## config.mk

```make
export PLATFORM = sky130hd
export DESIGN_NAME = mcdf_slave_channel_v2
export DESIGN_NICKNAME = d
export VERILOG_FILES = /design/src/rtl/mcdf_slave_channel_v2.sv
export SDC_FILE = /design/constraint.sdc
export NUM_CORES = 2
export LEC_CHECK = 0
export BUFFER_PORTS_ARGS = -buffer_cell sky130_fd_sc_hd__buf_2
export CORE_UTILIZATION = 63
export CTS_CLUSTER_SIZE = 40
export DETAILED_ROUTE_END_ITERATION = 7
export PLACE_DENSITY = 0.79
export SLEW_MARGIN = 20
export SYNTH_ARGS = -nofsm -noshare
export SYNTH_HDL_FRONTEND = slang
export SYNTH_SLANG_ARGS = --single-unit
```

## constraint.sdc

```tcl
create_clock -name clk_i -period 4.6 [get_ports clk_i]
set_input_delay 0.92 -clock clk_i [delete_from_list [all_inputs] [get_ports clk_i]]
set_output_delay 0.92 -clock clk_i [all_outputs]
set_load 0.005 [all_outputs]
```

## src/rtl/mcdf_slave_channel_v2.sv

```systemverilog
// mcdf_slave_channel_v2
// Channel slave for the MCDF. Upstream words are buffered in an inline
// synchronous FIFO. Once a full packet is buffered the slave requests the
// arbiter. On grant it emits one packet of registered beats, marking the
// final beat with slvx_last_o. Dropping slvx_en_i flushes the channel at
// the next clock edge.
module mcdf_slave_channel_v2 #(
    parameter int DATA_WIDTH   = 32,
    parameter int DEPTH        = 64,
    parameter int ADDR_W       = $clog2(DEPTH),
    parameter int READY_MARGIN = DEPTH / 2
) (
    input  logic                  clk_i,
    input  logic                  rst_i,
    input  logic                  chx_valid_i,
    input  logic [DATA_WIDTH-1:0] chx_data_i,
    output logic                  chx_ready_o,
    input  logic                  slvx_en_i,
    input  logic [2:0]            slvx_pkglen_i,
    input  logic                  a2sx_ack_i,
    output logic                  slvx_req_o,
    output logic [DATA_WIDTH-1:0] slvx_data_o,
    output logic                  slvx_val_o,
    output logic                  slvx_last_o,
    output logic [ADDR_W:0]       margin_o,
    output logic                  busy_o
);

    localparam int CNT_W = ADDR_W + 1;

    localparam logic [0:0] IDLE = 1'b0;
    localparam logic [0:0] SEND = 1'b1;

    localparam logic [10:0]       DEPTH_L  = 11'(DEPTH);
    localparam logic [CNT_W-1:0]  DEPTH_C  = CNT_W'(DEPTH);
    localparam logic [CNT_W-1:0]  MARGIN_C = CNT_W'(READY_MARGIN);
    localparam logic [ADDR_W-1:0] PTR_ONE  = ADDR_W'(1);
    localparam logic [CNT_W-1:0]  CNT_ONE  = CNT_W'(1);
    localparam logic [10:0]       BEAT_ONE = 11'd1;

    // Packet length saturated to the FIFO depth; a packet longer than the
    // buffer could never be fully buffered and would deadlock the request.
    function automatic logic [10:0] clamp_len(input logic [2:0] code);
        logic [10:0] full_len;
        full_len  = 11'd4 << code;
        clamp_len = (full_len > DEPTH_L) ? DEPTH_L : full_len;
    endfunction

    // FIFO storage and bookkeeping
    logic [DATA_WIDTH-1:0] mem [DEPTH];
    logic [ADDR_W-1:0]     wr_ptr;
    logic [ADDR_W-1:0]     rd_ptr;
    logic [CNT_W-1:0]      count;

    // Burst control
    logic [0:0]            state;
    logic [10:0]           burst_len;
    logic [10:0]           beat_cnt;
    logic [10:0]           pkglen_eff;

    // Handshake / pop stage (p0) and registered beat stage (p1)
    logic                  wr_en;
    logic                  rd_en_p0;
    logic                  last_p0;
    logic                  vld_p1;
    logic                  last_p1;
    logic [DATA_WIDTH-1:0] data_p1;

    assign pkglen_eff = clamp_len(slvx_pkglen_i);
    assign margin_o   = DEPTH_C - count;

    // Ready needs a free-entry margin so upstream sees headroom; it is held
    // low during reset so no word is accepted while state is clearing.
    assign chx_ready_o = ~rst_i & slvx_en_i & (margin_o >= MARGIN_C);
    assign wr_en       = chx_valid_i & chx_ready_o;

    // Request only from IDLE, so a grant arriving mid-burst is ignored.
    assign slvx_req_o = ~rst_i & (state == IDLE) & slvx_en_i
                        & (11'(count) >= pkglen_eff);

    // A pop happens on every SEND cycle; disabling the channel cancels it
    // because the flush wins at the same edge.
    assign rd_en_p0 = (state == SEND) & slvx_en_i;
    assign last_p0  = rd_en_p0 & (beat_cnt == (burst_len - BEAT_ONE));

    assign busy_o      = (state == SEND);
    assign slvx_val_o  = vld_p1;
    assign slvx_last_o = last_p1;
    assign slvx_data_o = data_p1;

    // Storage write; contents need no reset because count gates every read.
    always_ff @(posedge clk_i) begin
        if (wr_en) begin
            mem[wr_ptr] <= chx_data_i;
        end
    end

    // Pointers wrap modulo DEPTH; count is kept separately so full and
    // empty are distinguishable without an extra pointer bit.
    always_ff @(posedge clk_i or posedge rst_i) begin
        if (rst_i) begin
            wr_ptr <= '0;
            rd_ptr <= '0;
            count  <= '0;
        end else if (!slvx_en_i) begin
            wr_ptr <= '0;
            rd_ptr <= '0;
            count  <= '0;
        end else begin
            if (wr_en) begin
                wr_ptr <= wr_ptr + PTR_ONE;
            end
            if (rd_en_p0) begin
                rd_ptr <= rd_ptr + PTR_ONE;
            end
            case ({wr_en, rd_en_p0})
                2'b10:   count <= count + CNT_ONE;
                2'b01:   count <= count - CNT_ONE;
                default: count <= count;
            endcase
        end
    end

    // Burst FSM: latch the packet length on grant so later length changes
    // cannot shorten or stretch the packet in flight.
    always_ff @(posedge clk_i or posedge rst_i) begin
        if (rst_i) begin
            state     <= IDLE;
            burst_len <= '0;
            beat_cnt  <= '0;
        end else if (!slvx_en_i) begin
            state    <= IDLE;
            beat_cnt <= '0;
        end else if (state == IDLE) begin
            if (slvx_req_o && a2sx_ack_i) begin
                state     <= SEND;
                burst_len <= pkglen_eff;
                beat_cnt  <= '0;
            end
        end else begin
            beat_cnt <= beat_cnt + BEAT_ONE;
            if (last_p0) begin
                state <= IDLE;
            end
        end
    end

    // Stage p0 -> p1: register the popped word with its valid and last flags.
    always_ff @(posedge clk_i or posedge rst_i) begin
        if (rst_i) begin
            vld_p1  <= 1'b0;
            last_p1 <= 1'b0;
            data_p1 <= '0;
        end else begin
            vld_p1  <= rd_en_p0;
            last_p1 <= last_p0;
            if (rd_en_p0) begin
                data_p1 <= mem[rd_ptr];
            end
        end
    end

endmodule

```

# After elaboration in Yosys (flattened, before gate mapping)
# Memories as Yosys holds them, arrays and structs flattened. A register that Yosys moved wholly into a read port is not among the register bits.
# Index checks and enable logic that the tools add are counted.
dict set report classes {
  n_reduce_logical 2
  shifts 1
  n_eq_ne 7
  n_addsub 7
  n_bitwise 10
  order_cmp 3
  n_mux 16
}
# cell count
set ops {}
lappend ops {{11-bit two-way mux} 4}
lappend ops {{6-bit two-way mux} 4}
lappend ops {{7-bit one-hot mux with 2 select lines} 1}
lappend ops {{6-bit by 1-bit adder with 6-bit output, second input constant} 2}
lappend ops {{11-bit by 1-bit adder with 11-bit output, second input constant} 1}
lappend ops {{11-bit equality test} 1}
lappend ops {{7-bit by 11-bit greater-or-equal comparator with 1-bit output} 1}
lappend ops {{11-bit by 7-bit > comparator with 1-bit output, second input constant} 1}
lappend ops {{3-bit by 3-bit << shifter with 11-bit output, first input constant} 1}
lappend ops {{11-bit by 1-bit subtractor with 11-bit output, second input constant} 1}
lappend ops {{1-bit bitwise AND} 8}
lappend ops {{7-bit by 1-bit adder with 7-bit output, second input constant} 1}
lappend ops {{7-bit by 6-bit greater-or-equal comparator with 1-bit output, second input constant} 1}
lappend ops {{7-bit two-way mux} 1}
lappend ops {{7-bit by 1-bit subtractor with 7-bit output, second input constant} 1}
lappend ops {{7-bit subtractor, first input constant} 1}
lappend ops {{1-bit two-way mux} 6}
lappend ops {{3-bit by 1-bit inequality test with 1-bit output, second input constant} 2}
lappend ops {{2-bit by 1-bit inequality test with 1-bit output, second input constant} 2}
lappend ops {{3-bit AND reduction} 1}
lappend ops {{2-bit by 1-bit equality test with 1-bit output, second input constant} 1}
lappend ops {{2-bit equality test, second input constant} 1}
lappend ops {{1-bit inverter} 2}
lappend ops {{1-bit logical AND} 1}
dict set report totals {
  ramBits 2048
  output_inout_bits 44
  elab_cells 55
  mem_count 1
  ff_bits 44
}
# memory words width rd rd_ports_with_merged_regs write_ports line_no
set memory_table {}
lappend memory_table {mem 64 32 1 1 1 50} ;# logic [DATA_WIDTH-1:0] mem [DEPTH];

# Depth between registers and ports, before layout
dict set report depth {
  ltp_word 9
  mapped_depth 13
  ltp_nobuf 12
}

# Least setup slack after synthesis
# OpenSTA, ideal clock, no wires.
dict set report synth_path {
  kind {input to register}
  start {input port rst_i}
  end {memory mem[63][0] (enable)}
  t_arrival_ps 5186
  slack_ps -1007
  stages 6
  cell_sequence {inv_1 > nand3_1 > nor3_2 > nand4_1 > clkbuf_1 > nor2_1}
}
dict set report synth_via {
  elab_chain_len 6
}
# element line_no
set synth_lines {}
lappend synth_lines {{start, declared} 14} ;# input logic rst_i,
lappend synth_lines {{1-bit inverter} 74} ;# assign chx_ready_o = ~rst_i & slvx_en_i & (margin_o >= MARGIN_C);
lappend synth_lines {{1-bit bitwise AND (2 in a row)} 74}
lappend synth_lines {{1-bit bitwise AND} 75} ;# assign wr_en = chx_valid_i & chx_ready_o;
lappend synth_lines {{1-bit two-way mux} 93} ;# if (wr_en) begin
lappend synth_lines {{1-bit two-way mux (not written as such)} 94} ;# mem[wr_ptr] <= chx_data_i;
lappend synth_lines {{end, declared} 50}
# No other way between the ends.

# Worst setup path after layout
dict set report layout_path {
  start {register count[0]}
  end {memory mem[25][12] (enable)}
}
dict set report layout_via {
  elab_chain_len 6
}
# element line_no
set layout_lines {}
lappend layout_lines {{start, declared} 53} ;# logic [CNT_W-1:0] count;
lappend layout_lines {{start signal, assigned} 117} ;# 2'b10: count <= count + CNT_ONE;
lappend layout_lines {{start signal, assigned} 118} ;# 2'b01: count <= count - CNT_ONE;
lappend layout_lines {{start signal, assigned} 119} ;# default: count <= count;
lappend layout_lines {{7-bit subtractor} 70} ;# assign margin_o = DEPTH_C - count;
lappend layout_lines {{7-bit by 6-bit greater-or-equal comparator with 1-bit output} 74}
lappend layout_lines {{1-bit bitwise AND} 74}
lappend layout_lines {{1-bit bitwise AND} 75}
lappend layout_lines {{1-bit two-way mux} 93}
lappend layout_lines {{1-bit two-way mux (not written as such)} 94}
# No other way between the ends.

==> out/metrics.csv <==
stage;metric;value;unit
layout;Area Growth Syn to Fin;13.0;%
power_and_ir_drop;PwrDens;431;mW/mm^2
power_and_ir_drop;Pleak;0.0283;uW
yosys;Synth Cell Area;0.0813;sq mm
routing;initial DRC count;6362;
floorplan;Row Count;131;
layout;cell area after layout;0.0918;sq mm
worst_setup_path;Worst Path Arrival;4.03;ns
yosys;Synthesis Warnings;0;
global_route;wire length of the first global-routing pass;308;mm
routing;antenna viol nets, final;0;
floorplan;initial core utilization;0.636;
sta;smallest hold slack;0.0885;ns
cts;post-cts hold buffer count;0;
placement;DP Wirelength;113;mm
sta;final hold vios;0;
routing;drt wl/cell;38.5;um
yosys;Top FF cell, synth;edfxtp_1;
min_path;Min-Delay Path Class;primary input to async pin;
cts;root buf cell;clkbuf_16;
sta;final setup fails;0;
sta;Clock Skews;0.0250;ns
yosys;Yosys cell types;62;
routing;Pre-antenna DRT Iters;6;
run_status;outcome;finished, final reports clean;
global_route;largest net degree at the start of global routing;75;
floorplan;Die Wd;361;um
global_route;All-Layer GR Usage;0.341;
placement;Cell Area, Placed;0.0853;sq mm
routing;drt total wl;218;mm
floorplan;DIE HEIGHT;361;um
worst_setup_path;Req. time, crit path;5.05;ns
yosys;Seq cells post-synth;2121;
sta;Final min period;3.58;ns
worst_setup_path;Critical path origin;count[0];
global_route;initial antenna violation count;7;
sta;Peak Freq;279;MHz
global_route;global route overflow;0;
worst_setup_path;reg2reg start;count[0];
layout;fraction of layout cells with a size suffix above 1;0.297;
worst_setup_path;CP Max Fanout;32;
floorplan;core region area;0.128;sq mm
placement;IO Port Bufs;83;
power_and_ir_drop;Max VDD drop;342;uV
cts;CTS tree;built;
cts;Worst-path clk slew;0.06;ns
cts;Inserted Clock Buffers;196;
sta;Pins Over Slew Limit;0;
floorplan;die area;0.130;sq mm
routing;Vias/cell;7.33;
routing;detailed-route DRC error count;0;
sta;worst rel slew slack;0.245;
yosys;sequential fraction of the synthesis area;0.779;
cts;clk sinks;2121;
routing;vias;41516;
sta;RSZ-0062 raised after global routing;no;
sta;slew at the pin closest to its max-slew limit;1.13;ns
yosys;Gate Count Post-Synth;3572;
layout;Nets;3874;
cts;clk_lat worst skew;0.84;ns
flow_run;max cap viols;0;
cts;clock buffer depth;3;
cts;# resized after CTS;0;
cts;postcts setup bufs;0;
global_route;vias in the first global route;42205;
placement;Final GP Congestion;0.850;
worst_setup_path;WS Path Type;register to register;
cts;H-tree Lvls;4;
yosys;Syn Area/Cell;22.8;sq um
yosys;number of synthesized flops with an enable pin;2048;
worst_setup_path;crit path capture type;register;
sta;Final Cycle Share;0.779;
worst_setup_path;Worst setup SP type;register;
yosys;share of flip-flops with an asynchronous set or reset;0.0344;
floorplan;IO Pins;84;
yosys;Mapped Nets;3623;
[worst max-delay path, cell delays in order (launching register included)]
cell and delay [ns]:
dfrtp_1 0.52, inv_1 0.08, ha_1 0.25, xor2_1 0.32, nor4_4 0.10, nor4_1 0.33
buf_4 0.23, nand3b_1 0.33, buf_4 0.34, nor2_4 0.11, buf_4 0.57
[routing by layer]
layer  track usage  share of wire  vias up
li1              -              -    15726
met1         0.450           0.33    21450
met2         0.534           0.48     3624
met3        0.0863           0.13      708
met4         0.178          0.061        8
met5             0        0.00022        -
[cell families (layout without fill, tap and decap cells)]
kind of cell / Yosys count / after routing / share of synthesized area
other cells: 0 / 4 / 0
flops: 2121 / 2121 / 0.779
xor+xnor: 31 / 31 / 0.00343
buf+inv: 212 / 635 / 0.0111
simple gates: 321 / 321 / 0.0192
fa+ha+maj: 11 / 11 / 0.00169
compound gates: 255 / 255 / 0.0227
mux: 621 / 621 / 0.163
[synthesized netlist by cell type (5+ instances only)]
master,n,area share
a2111oi_0,10,0.0011
buf_2,60,0.0037
o21ai_0,32,0.0020
o221ai_1,14,0.0015
buf_4,5,0.00046
a211oi_1,7,0.00065
o22ai_1,20,0.0015
dfrtp_1,73,0.022
or3_1,7,0.00054
clkbuf_1,99,0.0046
edfxtp_1,2048,0.76
nand3_1,39,0.0024
inv_1,11,0.00051
xnor2_1,18,0.0019
mux4_2,560,0.16
a221oi_1,26,0.0028
nor2b_1,14,0.0011
mux2_2,7,0.00097
a22o_1,25,0.0027
ha_1,11,0.0017
nand2_1,87,0.0040
mux2i_1,54,0.0066
and2_1,15,0.0012
buf_1,34,0.0016
and3_1,10,0.00077
nand4_1,5,0.00038
a21oi_1,38,0.0023
nor2_1,88,0.0041
nand2b_1,17,0.0013
a211o_1,5,0.00054
a22oi_1,56,0.0052
xor2_1,12,0.0013
nor3_1,12,0.00074
nand3b_1,7,0.00065
[power by group]
part           total (uW)  switching, uW  internal [uW]  leakage, uW
registers           21600            273          21300       0.0194
logic                1740           1020            720      0.00578
clock network       16300           7060           9190      0.00314
total               39600           8360          31200       0.0283
[sequential cells by signal, indices dropped and copies added, names as in the netlist]
signal and count:
slvx_val_o 1, rd_ptr 6, busy_o 1, count 7, slvx_data_o 32, mem 2048, burst_len 8, beat_cnt 11
slvx_last_o 1, wr_ptr 6
[through the flow]
stage               setup TNS (ns)  setup WS [ns]   util  std cells  power [uW]
finish                           0           1.02  0.718       5661       39600
global route                     0          0.836  0.718       5658       40400
CTS                              0          0.994  0.717       5656       39700
detailed placement               0          0.887  0.667       5286       23700
global placement                 0           1.03  0.667       5286       23600
floorplan                   -71.77         -0.101      -       3572       22800
[cell type report]
type                            instances  area (sq um)
Sequential cell                      2121         63300
Clock inverter                         87           838
Inverter                               11          45.0
Multi-Input combinational cell       1239         17600
Antenna cell                            4          10.0
Fill cell                            6771         36000
Timing Repair Buffer                  254          2390
Tap cell                             1662          2080
Clock buffer                          283          5560
[cell usage in the layout, fill, tap and decap left out, drive strengths merged, types with 10 or more instances in the layout]
cell type     n
edfxtp     2048
mux4        560
clkbuf      283
buf         254
nor2         88
nand2        87
dfrtp        73
clkinv       65
a22oi        56
mux2i        54
nand3        39
a21oi        38
o21ai        32
a221oi       26
a22o         25
o22ai        20
xnor2        19
nand2b       17
and2         15
inv          15
o221ai       14
bufinv       14
nor2b        14
nor3         13
xor2         12
ha           11
and3         10
a2111oi      10
[final timing paths]
| kind | to | slack (ns) | cells past startpoint |
|---|---|---|---|
| min in group clk_i | burst_len[6] | 0.38 | 2 |
| worst max-delay path | mem[25][12] | 1.02 | 10 |
| max in group asynchronous | slvx_data_o[16] | 3.45 | 4 |
| worst max register to register | mem[25][12] | 1.02 | 10 |
| worst min register to register | slvx_data_o[17] | 0.52 | 2 |
| worst min-delay path | burst_len[8] | 0.09 | 2 |
(Power assumes the default switching activity.)
